File: src/rtl/spi_byte_shifter.sv
// SPI mode-0 master shift engine: one MSB-first byte per transfer, CS setup/hold
// of one SCLK half-period each, received byte returned with a done pulse.
module spi_byte_shifter #(
  parameter int HALF_DIV = 4
) (
  input  logic       clk_i,
  input  logic       rst_n_i,
  input  logic       start_i,
  input  logic [7:0] tx_data_i,
  input  logic       miso_i,
  output logic       sclk_o,
  output logic       mosi_o,
  output logic       cs_n_o,
  output logic       busy_o,
  output logic       done_o,
  output logic [7:0] rx_data_o
);

  // state | meaning
  // IDLE  | waiting for start_i, CS released
  // LEAD  | CS asserted, SCLK low for one half-period (setup)
  // SHIFT | 16 SCLK half-periods, low phase first
  // TRAIL | CS still asserted, SCLK low for one half-period (hold)
  typedef enum logic [1:0] {IDLE, LEAD, SHIFT, TRAIL} state_t;

  localparam int CW = $clog2(HALF_DIV + 1);
  localparam logic [CW-1:0] CNT_LAST = CW'(HALF_DIV - 1);

  state_t          state_q, state_d;
  logic [CW-1:0]   cnt_q, cnt_d;
  logic [2:0]      bit_q, bit_d;
  logic [6:0]      tx_q, tx_d;
  logic [7:0]      rx_q, rx_d;
  logic [7:0]      rx_data_q, rx_data_d;
  logic            sclk_q, sclk_d;
  logic            mosi_q, mosi_d;
  logic            cs_n_q, cs_n_d;
  logic            busy_q, busy_d;
  logic            done_q, done_d;
  logic            cnt_end;

  assign cnt_end = (cnt_q == CNT_LAST);

  always_comb begin
    state_d   = state_q;
    cnt_d     = cnt_end ? '0 : cnt_q + 1'b1;
    bit_d     = bit_q;
    tx_d      = tx_q;
    rx_d      = rx_q;
    rx_data_d = rx_data_q;
    sclk_d    = sclk_q;
    mosi_d    = mosi_q;
    cs_n_d    = cs_n_q;
    busy_d    = busy_q;
    done_d    = 1'b0;
    case (state_q)
      IDLE: begin
        cnt_d = '0;
        if (start_i) begin
          // bit 7 goes straight to mosi; only the remaining bits need storing
          tx_d    = tx_data_i[6:0];
          mosi_d  = tx_data_i[7];
          cs_n_d  = 1'b0;
          busy_d  = 1'b1;
          bit_d   = 3'd0;
          state_d = LEAD;
        end
      end
      LEAD: begin
        if (cnt_end) state_d = SHIFT;
      end
      SHIFT: begin
        if (cnt_end) begin
          if (!sclk_q) begin
            sclk_d = 1'b1;
            rx_d   = {rx_q[6:0], miso_i};
          end else begin
            sclk_d = 1'b0;
            if (bit_q == 3'd7) begin
              state_d = TRAIL;
            end else begin
              mosi_d = tx_q[6];
              tx_d   = {tx_q[5:0], 1'b0};
              bit_d  = bit_q + 3'd1;
            end
          end
        end
      end
      TRAIL: begin
        if (cnt_end) begin
          cs_n_d    = 1'b1;
          mosi_d    = 1'b0;
          busy_d    = 1'b0;
          done_d    = 1'b1;
          rx_data_d = rx_q;
          state_d   = IDLE;
        end
      end
      default: state_d = IDLE;
    endcase
  end

  always_ff @(posedge clk_i) begin
    if (!rst_n_i) begin
      state_q   <= IDLE;
      cnt_q     <= '0;
      bit_q     <= 3'd0;
      tx_q      <= 7'd0;
      rx_q      <= 8'h00;
      rx_data_q <= 8'h00;
      sclk_q    <= 1'b0;
      mosi_q    <= 1'b0;
      cs_n_q    <= 1'b1;
      busy_q    <= 1'b0;
      done_q    <= 1'b0;
    end else begin
      state_q   <= state_d;
      cnt_q     <= cnt_d;
      bit_q     <= bit_d;
      tx_q      <= tx_d;
      rx_q      <= rx_d;
      rx_data_q <= rx_data_d;
      sclk_q    <= sclk_d;
      mosi_q    <= mosi_d;
      cs_n_q    <= cs_n_d;
      busy_q    <= busy_d;
      done_q    <= done_d;
    end
  end

  assign sclk_o    = sclk_q;
  assign mosi_o    = mosi_q;
  assign cs_n_o    = cs_n_q;
  assign busy_o    = busy_q;
  assign done_o    = done_q;
  assign rx_data_o = rx_data_q;

endmodule
File: config.mk
export PLATFORM = sky130hd
export DESIGN_NAME = spi_byte_shifter
export DESIGN_NICKNAME = d
export VERILOG_FILES = /design/src/rtl/spi_byte_shifter.sv
export SDC_FILE = /design/constraint.sdc
export NUM_CORES = 1
export LEC_CHECK = 0
export ABC_AREA = 1
export BUFFER_PORTS_ARGS = -buffer_cell sky130_fd_sc_hd__buf_2
export CORE_MARGIN = 3
export CORE_UTILIZATION = 62
export CTS_BUF_LIST = sky130_fd_sc_hd__clkbuf_8
export CTS_CLUSTER_SIZE = 20
export DETAILED_ROUTE_END_ITERATION = 7
export PLACE_DENSITY_LB_ADDON = 0.25
export SYNTH_ARGS = -nofsm -noshare
export SYNTH_HDL_FRONTEND = slang
export SYNTH_SLANG_ARGS = --single-unit
export TNS_END_PERCENT = 20
File: constraint.sdc
create_clock -name clk_i -period 2.3 [get_ports clk_i]
set_clock_uncertainty 0.15 [all_clocks]
set_input_delay 0.46 -clock clk_i [delete_from_list [all_inputs] [get_ports clk_i]]
set_output_delay 0.46 -clock clk_i [all_outputs]
set_load 0.02 [all_outputs]
==> out/results.txt <==
period utilisation layout: 89.1%
CTS sink cnt: 36
leakage: 0.968 nW
Fin. Hold Viols: 0
vias: 1441
drt drc: 0
Yosys top cell area share: 44.0%
critical path arrival: 2.08 ns
Top Layer Used: met4
EDFF count, synth: 0
VDD IR max: 1.17 mV
overall global routing resource usage: 21.4%
Placed Instance Area: 1760 um^2
RSZ-0062 raised after global routing: no
port buffer count: 24
ranking of synthesized cells by area: dfxtp_1 44%, nor2_1 14%, nand2_1 9.9%
CTS root buf: clkbuf_8
Yosys cell types: 20
Hold Crit Depth: 3
Slew Limit Fails: 0
Reg2Reg Depth: 9
layout cells sized above 1: 16.6%
Post-DP HPWL: 2200 um
status: finished, final reports clean
Finished Cell Area: 1870 um^2
HP Class: in -> reg
Rows: 17
I/O Pins: 25
kind of critical path: reg -> reg
first-pass GRT wire length: 5460 um
# resized after CTS: 0
fillcell total: 177
Die X: 57.4 um
Fmax achieved: 0.488 GHz
met3 WL: 136 um
Mean Syn Cell Area: 7.21 um^2
DRT iter0 DRCs: 45
minimum clock period: 2.05 ns
Seq/Total Area, Yosys: 44.0%
Post-CTS Hold Fix Bufs: 0
total CTS buffers: 5
post-synthesis cell count: 227
Synth Register Bits: 36
Worst Tran Pin Value: 0.476 ns
total power per unit cell area: 1280 nW/um^2
Crit Path Max Fanout: 13
Commonest cells post-synth: 63 x nor2_1, 43 x nand2_1, 36 x dfxtp_1
count leader, synth: nor2_1
WL final: 3180 um
Hold Crit Endpoint: rx_q[0]
vias per inst: 5.13
Max-Cap Viols: 0
TritonCTS clock tree: built
ANT nets after route: 0
Seq. cell area: 721 um^2
WP data required: 2.33 ns
main flop type after synthesis: dfxtp_1
clk buf depth: 2
headroom to the max-slew limit: 68.2%
setup tns final: 0 ns
flop2flop setup slack: 0.25 ns
met2 WL post-DR: 1470 um
Starting Density: 69.3%
worst flop-to-flop path endpoint: tx_q[2]
die area: 3290 um^2
initial antenna violation count: 0
Die Y-Extent: 57.4 um
clk_lat worst skew: 0.29 ns
Final GP Congestion: 0.805
# setup viols final: 0
largest net degree at the start of global routing: 33
Post-Place Cells: 273
antenna diode instance count: 0
syn_nets: 248
clk slew on worst S/H paths: 0.07 ns
wl on met1: 1500 um
Synth area leader: dfxtp_1
Setup crit end kind: flop
mean routed wirelength per cell: 11.3 um
vias in the first global route: 1333
critical path startpoint category: flop
asr flop ratio synth: 0%
Mapped Area: 1640 um^2
CTS HTree Levels: 2
Post-Layout Cell Count: 281
hold_sp: miso_i
postcts setup bufs: 0
DR pass1 iterations: 4
area occupied by multi-input gates: 808 um^2
Yosys Warn Count: 0
core area: 2360 um^2
Congestion Overflow GR: 0
Nets: 273
area grow syn2layout: 14.3%
r2r startpoint: state_q[0]
-- layout make-up --
cell class	count	area share, %
clock buffers	5	3.68
flip-flops and latches	36	38.5
multi-input cells	164	43.2
inverters	21	4.21
well taps	28	1.87
clock inverters	3	2.07
repair buffers	24	6.42
-- logic make-up after synthesis --
group | after synthesis | share of synthesized area (%)
DFF | 36 | 44.0
buffers and inverters | 27 | 6.57
and+or+nand+nor | 118 | 29.7
AOI/OAI and AO/OA | 37 | 12.8
adders and majority gates | 9 | 6.88
-- how the worst max path moves through the flow --
| stage | startpoint | end | slack (ns) | cells past startpoint |
|---|---|---|---|---|
| after floorplan | bit_q[0] | tx_q[2] | 0.77 | 9 |
| after global placement | state_q[0] | tx_q[2] | 0.40 | 9 |
| after detailed placement | state_q[0] | tx_q[2] | 0.29 | 9 |
| after CTS | state_q[0] | tx_q[2] | 0.25 | 9 |
| after global routing | state_q[0] | tx_q[2] | 0.06 | 9 |
| final | state_q[0] | tx_q[2] | 0.25 | 9 |
-- where the power goes --
part / switching [W] / leakage, nW / internal, W
registers: 0.0000756 / 0.294 / 0.000760
logic: 0.000669 / 0.615 / 0.000363
clock network: 0.000218 / 0.0593 / 0.000317
total: 0.000962 / 0.968 / 0.00144
-- state kept, by name (all words and copies together), names as in the netlist --
register and cells:
state_q 2, sclk_o 1, rx_q 8, cs_n_o 1, mosi_o 1, done_o 1, rx_data_o 8, cnt_q 3
tx_q 7, busy_o 1, bit_q 3
-- worst max-delay path, cell delays in order, from the launching register on --
cell and delay [ns]:
dfxtp_1 0.34, inv_1 0.11, ha_1 0.45, inv_2 0.19, nand2_2 0.14, nand3_4 0.10
nor2_4 0.23, nand2_1 0.10, nand2_1 0.08, nor2_1 0.05
-- stage by stage --
step / hold WS [ns] / power [W] / setup WS (ns) / util (%)
global route: 0.264 / 0.00262 / 0.0637 / 79.2
floorplan: 0.249 / 0.00169 / 0.769 / -
finish: 0.241 / 0.00240 / 0.252 / 79.2
global placement: 0.263 / 0.00183 / 0.396 / 74.7
CTS: 0.235 / 0.00242 / 0.250 / 79.2
detailed placement: 0.265 / 0.00186 / 0.291 / 74.7
-- metal layers --
layer | vias to the layer above | GRT usage, %
met5 | - | 0
met4 | 0 | 9.93
met3 | 8 | 5.66
met2 | 26 | 36.3
met1 | 649 | 24.9
li1 | 758 | -
-- layout by cell type (no fill, tap or decap) --
cell	count
a21oi_1	7
nand2_1	43
bufinv_16	1
o21ai_1	1
nand2_2	3
nor2_4	1
ha_1	9
nand3_4	1
buf_2	24
clkinv_2	1
o21ai_0	19
a21boi_0	6
nor2_1	63
o21bai_1	4
inv_1	18
dfxtp_1	36
nand3b_1	1
inv_2	4
nor2_2	2
clkbuf_8	5
nand3_1	4
Power figures use the tool's default switching activity.
